[src/rtl/apb_slave_pkg.sv]
// Shared types and helpers for the APB peripheral-side responder model.
// Phase encoding, bus widths and the byte-address to word-index mapping.
package apb_slave_pkg;

  typedef enum logic [1:0] {
    IDLE   = 2'd0,
    SETUP  = 2'd1,
    ACCESS = 2'd2
  } apb_state_e;

  localparam int NUM_SLV_DEF = 3;
  localparam int DATA_W      = 32;
  localparam int ADDR_W      = 32;

  // Byte lane bits and everything above the bank index are dropped
  function automatic logic [ADDR_W-1:0] word_idx(
    input logic [ADDR_W-1:0] addr,
    input int                idx_w
  );
    return (addr >> 2) & ((ADDR_W'(1) << idx_w) - ADDR_W'(1));
  endfunction

endpackage

[src/rtl/apb_reg_bank.sv]
// One peripheral register bank: DEPTH x 32 words, synchronous write,
// registered read port, all words cleared by the asynchronous reset.
module apb_reg_bank
  import apb_slave_pkg::*;
#(
  parameter int DEPTH = 16
) (
  input  logic                     clk_i,
  input  logic                     rst_i,
  input  logic                     we_i,
  input  logic [$clog2(DEPTH)-1:0] waddr_i,
  input  logic [DATA_W-1:0]        wdata_i,
  input  logic                     re_i,
  input  logic [$clog2(DEPTH)-1:0] raddr_i,
  output logic [DATA_W-1:0]        rdata_o
);

  logic [DATA_W-1:0] mem_q [DEPTH];
  logic [DATA_W-1:0] rdata_q;

  always_ff @(posedge clk_i or posedge rst_i) begin
    if (rst_i) begin
      for (int i = 0; i < DEPTH; i++) mem_q[i] <= '0;
      rdata_q <= '0;
    end else begin
      if (we_i) mem_q[waddr_i] <= wdata_i;
      if (re_i) rdata_q <= mem_q[raddr_i];
    end
  end

  assign rdata_o = rdata_q;

endmodule

[config.mk]
export PLATFORM = sky130hd
export DESIGN_NAME = apb_reg_bank
export DESIGN_NICKNAME = d
export VERILOG_FILES = /design/src/rtl/apb_slave_pkg.sv /design/src/rtl/apb_reg_bank.sv
export SDC_FILE = /design/constraint.sdc
export NUM_CORES = 1
export LEC_CHECK = 0
export BUFFER_PORTS_ARGS = -buffer_cell sky130_fd_sc_hd__buf_4
export CAP_MARGIN = 20
export CORE_MARGIN = 8
export CORE_UTILIZATION = 60
export CTS_CLUSTER_SIZE = 16
export DETAILED_ROUTE_END_ITERATION = 6
export GPL_ROUTABILITY_DRIVEN = 0
export GPL_TIMING_DRIVEN = 0
export HOLD_SLACK_MARGIN = 0.03
export PLACE_DENSITY = 0.77
export SETUP_SLACK_MARGIN = 0.02
export SYNTH_ARGS = -nofsm -noshare
export SYNTH_HDL_FRONTEND = slang
export SYNTH_SLANG_ARGS = --single-unit
[constraint.sdc]
create_clock -name clk_i -period 22.3 [get_ports clk_i]
set_input_delay 1.115 -clock clk_i [delete_from_list [all_inputs] [get_ports clk_i]]
set_output_delay 1.115 -clock clk_i [all_outputs]
set_load 0.1 [all_outputs]
==> impl_metrics.csv, run 1 <==
group,metric,value,unit
cts,clock_sinks,544,
sta,post-route-period-util,11.3,%
cts,cts_setup_buffers,0,
global_route,grt_util_all_layers,25.1,%
cts,root_buffer,"clkbuf_16",
worst_setup_path,critical_path.max_fanout,2,
sta,final-setup-viol-count,0,
final_layout,final_cell_area,0.0274,mm2
synth,syn-num-nets,1523,
synth,synth-seq-cells,544,
worst_setup_path,cp-endpoint,"rdata_o[29]",
power,p_comb_share,19.6,%
sta,hold_viol_final,0,
sta,finClkSkew,0.0137,ns
cts,cts.path.max_buffers,3,
power,netSwitchingFraction,26.5,%
min_path,hold_depth,1,
min_path,min_path_type,"flop to flop",
die,coreArea,0.0397,mm2
cts,cts.clk_slew.worst_paths,0.06,ns
worst_setup_path,path_buf_inv,1,
worst_setup_path,r2r_cells,3,
final_layout,syn_to_final_growth,13.5,%
global_route,grt_max_degree,137,
synth,postSynthAreaPerCell,16.3,um2
placement,port_buffers,69,
power,p_sw,0.760,mW
synth,synth_top_area_cell,"dfrtp_1",
sta,slew_headroom,37.0,%
power,power-per-cell-area,105,mW/mm2
placement,hpwl,37200,um
final_layout,fin_nets,1653,
sta,fin_ws,19.79,ns
power,seqPwrFrac,46.3,%
synth,ys_types,26,
synth,synth_top_area_share,56.4,%
routing,vias,13692,
routing,drtIter0Drc,1046,
sta,setup_tns,0,ns
power,leakagePower,12.0,nW
worst_setup_path,critPathCaptureType,"primary output",
worst_setup_path,crit_family,"flip-flops",
synth,seq_area_frac_synth,56.4,%
global_route,grt_remaining_overflow,0,
synth,netlist_top_cells_area,"dfrtp_1, mux2_2, mux4_2",
outcome,status,"complete, no violations",
placement,place_area,0.0254,mm2
global_route,grt_pass1_wl,90400,um
synth,syn_inst,1479,
routing,drc,0,
die,die_y,217,um
synth,syn-cell-area,0.0241,mm2
worst_setup_path,slowest_delay,0.46,ns
routing,viasPerCell,6.28,
sta,clock.fmax,0.399,GHz
die,row_count,73,
routing,drt-total-wl,57600,um
die,pin_count,76,
die,start_util,60.7,%
routing,ant_nets,0,
worst_setup_path,crit_required,21.19,ns
worst_setup_path,arrival,1.39,ns
cts,postCtsHoldBufs,0,
cts,worstSkewPairLatency,0.60,ns
sta,worst_slew_pin_slew,0.945,ns
placement,dp_slack,19.26,ns
worst_setup_path,r2r_end,"rdata_o[10]",
worst_setup_path,crit_start,"rdata_o[29]",
worst_setup_path,r2r-start,"mem_q[362]",
die,dieWidth,217,um
worst_setup_path,r2r_slack,20.89,ns
worst_setup_path,cp_slowest_cell,"dfrtp_1",
sta,rsz0062_at_grt,"false",
synth,yosysWarnings,0,
global_route,antenna_found_initial,3,
cts,ctsResizeCount,0,
worst_setup_path,crit_path_cell_trace,"buf_4",
power,p_int,2.11,mW
sta,slew_violations,0,
worst_setup_path,cp_num_cells,1,
die,die_area,0.0469,mm2
worst_setup_path,cp-start-kind,"flop",
routing,wl_per_cell,26.4,um
final_layout,nFillCells,2649,
cts,cts_tree,"done",
routing,firstDrtPassIters,5,
cts,cts_htree_levels,2,
job,cap_violations,0,
power,ir_worst_vdd,93.5,uV
sta,hold_ws,0.482,ns
sta,finalCriticalPeriod,2.51,ns
power,clkPwrFrac,34.2,%
final_layout,drive_gt1_share,52.7,%
global_route,grt_pass1_vias,14975,
cts,numCtsBuffers,55,
worst_setup_path,critical_path_class,"flop to primary output",
## final cells by class
| cell class | count | area [um2] | area share, % |
|---|---|---|---|
| Tap cell | 525 | 657 | 2.40 |
| Timing Repair Buffer | 73 | 628 | 2.29 |
| Inverter | 1 | 11.3 | 0.0411 |
| Buffer | 136 | 642 | 2.34 |
| Multi-Input combinational cell | 798 | 9870 | 36.0 |
| Clock buffer | 77 | 1640 | 6.00 |
| Antenna cell | 1 | 2.50 | 0.00914 |
| Sequential cell | 544 | 13600 | 49.7 |
| Clock inverter | 26 | 320 | 1.17 |
## how the worst min path moves through the flow
| stage | start | end | slack (ns) |
|---|---|---|---|
| 4_1_cts | mem_q[130] | mem_q[130] | 0.49 |
| 3_5_place_dp | mem_q[408] | mem_q[408] | 0.47 |
| 5_1_grt | mem_q[129] | mem_q[129] | 0.50 |
| 2_1_floorplan | mem_q[159] | mem_q[159] | 0.45 |
| 3_3_place_gp | mem_q[292] | mem_q[292] | 0.46 |
| 6_report | mem_q[408] | mem_q[408] | 0.48 |
## power groups by stage
stage                     Sequential [mW]  Clock, mW  Combinational, mW
after global routing                 1.36       1.03              0.602
final                                1.33      0.982              0.562
after floorplan                      1.39          0              0.375
after CTS                            1.33      0.996              0.567
after detailed placement             1.34          0              0.564
after global placement               1.33          0              0.542
## through the flow
step / cells / utilization (%) / total power [mW]
final: 2181 / 68.9 / 2.87
after global routing: 2181 / 68.9 / 2.99
after CTS: 2180 / 68.9 / 2.89
after detailed placement: 2077 / 64.0 / 1.91
after global placement: 2073 / 63.7 / 1.88
after floorplan: 1479 / - / 1.77
## registers in the layout, summed over array words and instances (netlist names)
register and count:
rdata_o 32, mem_q 512
## routing by layer
| metal | share of wire (%) | GRT usage, % | vias up |
|---|---|---|---|
| li1 | - | - | 5809 |
| met1 | 43 | 34.6 | 7395 |
| met2 | 47 | 38.5 | 369 |
| met3 | 6.5 | 6.56 | 115 |
| met4 | 3.6 | 9.29 | 4 |
| met5 | 0.047 | 0.215 | - |
## kinds of logic after synthesis
group	Yosys count	synth area share (%)
buf+inv	137	2.68
compound gates	64	1.99
flops	544	56.4
simple gates	62	1.26
mux	672	37.6
## cell usage in the layout (no fill, tap or decap), types with 2 or more instances in the layout
| cell | instances |
|---|---|
| buf_16 | 4 |
| nand2_1 | 2 |
| clkinv_2 | 13 |
| o22ai_1 | 32 |
| nor3b_1 | 2 |
| nand3b_1 | 3 |
| nand2b_1 | 4 |
| mux2_2 | 464 |
| buf_1 | 9 |
| dfrtp_1 | 544 |
| mux2_1 | 18 |
| clkinvlp_4 | 6 |
| mux2_4 | 30 |
| mux4_2 | 128 |
| clkbuf_8 | 14 |
| a221oi_1 | 32 |
| buf_4 | 75 |
| nor2_1 | 39 |
| nand3_1 | 3 |
| clkbuf_1 | 60 |
| buf_6 | 4 |
| mux2i_1 | 32 |
| bufinv_16 | 7 |
| nor3_2 | 4 |
| buf_2 | 63 |
| clkbuf_16 | 57 |
## synth_stat cells, drive strengths merged
master  instances
nor3b           2
dfrtp         544
mux4          128
mux2          512
clkbuf         54
inv             1
nand2b          4
nor2           39
or4             1
or2             1
and2            1
nand3           3
buf            82
o22ai          32
nand3b          3
or3             1
nor3            4
mux2i          32
nand2           3
a221oi         32
No activity file was read; power rests on OpenSTA's default activity.
==> inputs of run 2 (changes only) <==
==> constraint.sdc (replaced) <==
create_clock -name clk_i -period 2.6 [get_ports clk_i]
set_input_delay 0.13 -clock clk_i [delete_from_list [all_inputs] [get_ports clk_i]]
set_output_delay 0.13 -clock clk_i [all_outputs]
set_load 0.1 [all_outputs]
==> run 2 against run 1 <==
Compared with the run above: core utilization up 0.66 points; final cell count up 1.8%; highest routed layer unchanged; worst setup slack worse by 19 ns; critical path depth increased by 6; first-iteration DRC count fell by 16%; register-to-register slack got worse by 20 ns; sequential power increased to 8.6 times the previous value.
==> impl_metrics.csv, run 2 (same netlist as run 1, synthesis figures left out) <==
group,metric,value,unit
outcome,status,"complete, no violations",
worst_setup_path,r2r_slack,1.15,ns
final_layout,nFillCells,2660,
sta,slew_headroom,36.1,%
worst_setup_path,slowest_delay,0.61,ns
routing,viasPerCell,6.29,
power,leakagePower,12.1,nW
die,dieWidth,217,um
worst_setup_path,critical_path_class,"primary input to asynchronous set/reset pin",
cts,worstSkewPairLatency,0.61,ns
worst_setup_path,cp-start-kind,"primary input",
power,power-per-cell-area,864,mW/mm2
min_path,min_path_type,"primary input to flop",
final_layout,final_cell_area,0.0276,mm2
die,pin_count,76,
worst_setup_path,crit_family,"buffers and inverters",
job,cap_violations,0,
cts,ctsResizeCount,0,
placement,place_area,0.0256,mm2
final_layout,final_common_cell,"dfrtp_1",
die,row_count,73,
die,die_y,217,um
worst_setup_path,critical_path.max_fanout,43,
final_layout,regMostFlops,"mem_q",
sta,finalCriticalPeriod,1.77,ns
cts,cts.path.max_buffers,3,
routing,vias,13957,
routing,ant_nets,0,
sta,post-route-period-util,68.2,%
sta,slew_violations,0,
cts,numCtsBuffers,55,
sta,finClkSkew,0.0205,ns
worst_setup_path,path_common_cell,"buf_12",
final_layout,drive_gt1_share,51.2,%
global_route,grt_pass1_vias,15277,
routing,drc,0,
worst_setup_path,cp_slowest_cell,"clkinvlp_4",
die,die_area,0.0469,mm2
final_layout,fin_nets,1697,
routing,drt-total-wl,58400,um
sta,fin_ws,0.826,ns
placement,port_buffers,69,
global_route,grt_pass1_wl,91500,um
worst_setup_path,crit_path_cell_trace,"dlygate4sd3_1 -> buf_4 -> clkinvlp_4 -> buf_12 -> buf_12 -> buf_12 -> buf_12",
sta,hold_viol_final,0,
die,start_util,60.7,%
placement,hpwl,38400,um
final_layout,final_cell_mix,"dfrtp_1, mux2_2, mux4_2",
worst_setup_path,r2r_cells,3,
worst_setup_path,crit_required,3.39,ns
cts,root_buffer,"clkbuf_16",
worst_setup_path,cp_num_cells,7,
sta,hold_ws,0.0805,ns
cts,postCtsHoldBufs,33,
routing,wl_per_cell,26.3,um
cts,cts.clk_slew.worst_paths,0.07,ns
cts,cts_htree_levels,2,
worst_setup_path,crit_start,"rst_i",
worst_setup_path,cp-endpoint,"mem_q[465]",
min_path,hold_depth,3,
sta,worst_slew_pin_slew,0.958,ns
sta,final-setup-viol-count,0,
final_layout,syn_to_final_growth,14.6,%
cts,cts_tree,"done",
placement,dp_slack,0.534,ns
final_layout,largest_reg_flops,512,
worst_setup_path,critPathCaptureType,"asynchronous set/reset pin",
die,coreArea,0.0397,mm2
worst_setup_path,path_buf_inv,7,
global_route,antenna_found_initial,6,
routing,drtIter0Drc,875,
sta,setup_tns,0,ns
power,ir_worst_vdd,710,uV
worst_setup_path,r2r-start,"mem_q[42]",
global_route,grt_max_degree,44,
routing,firstDrtPassIters,4,
cts,clock_sinks,544,
global_route,grt_remaining_overflow,0,
sta,rsz0062_at_grt,"false",
worst_setup_path,r2r_end,"rdata_o[10]",
sta,clock.fmax,0.564,GHz
cts,cts_setup_buffers,0,
worst_setup_path,arrival,2.56,ns
global_route,grt_util_all_layers,25.4,%
run 2: cell count changes in the layout (fill, tap and decap cells not counted), sizes merged:
cell	before	now
clkinvlp	6	3
inv	1	3
clkinv	13	9
dlygate4sd3	0	33
bufinv	7	1
clkbuf	131	137
buf	155	166
run 2: worst min-delay path by stage:
stage                     from    endpoint  slack, ns
CTS                 waddr_i[0]  mem_q[254]       0.04
global placement    wdata_i[2]  mem_q[130]       0.40
finish              waddr_i[0]  mem_q[254]       0.08
global route        waddr_i[0]  mem_q[254]       0.07
floorplan           wdata_i[0]  mem_q[128]       0.26
detailed placement       rst_i  mem_q[133]       0.38
run 2: power breakdown:
| group | leakage (nW) | switching, mW | total (mW) | internal, mW |
|---|---|---|---|---|
| combinational | 4.58 | 2.23 | 4.90 | 2.67 |
| clock | 0.840 | 3.26 | 7.56 | 4.31 |
| sequential | 6.65 | 0.990 | 11.4 | 10.4 |
run 2: stage by stage:
stage | util [%] | power, mW | std cells
finish | 69.6 | 23.9 | 2220
detailed placement | 64.4 | 16.4 | 2088
floorplan | - | 15.2 | 1479
CTS | 69.6 | 24.0 | 2219
global route | 69.6 | 24.9 | 2219
global placement | 63.7 | 16.1 | 2073
run 2: worst min-delay path: cells and delay by family:
family	cells	cell delay, ns
buf+inv	1	0.18
mux	1	0.22
simple gates	1	0.12
run 2: per-layer routing:
layer	routed length (um)	GRT usage, %
met1	25100	35.0
met2	27500	39.5
met3	3580	5.64
met4	2190	9.96
met5	61	0
run 2: final cells by class:
class,count,area [um2],share of cell area (%)
sequential,544,13600,49.2
multi-input combinational,798,9870,35.7
clock buffer,83,1590,5.76
timing repair buffer,117,1150,4.15
tap,525,657,2.38
buffer,136,642,2.32
clock inverter,15,116,0.421
inverter,1,7.51,0.0272
antenna,1,2.50,0.00905
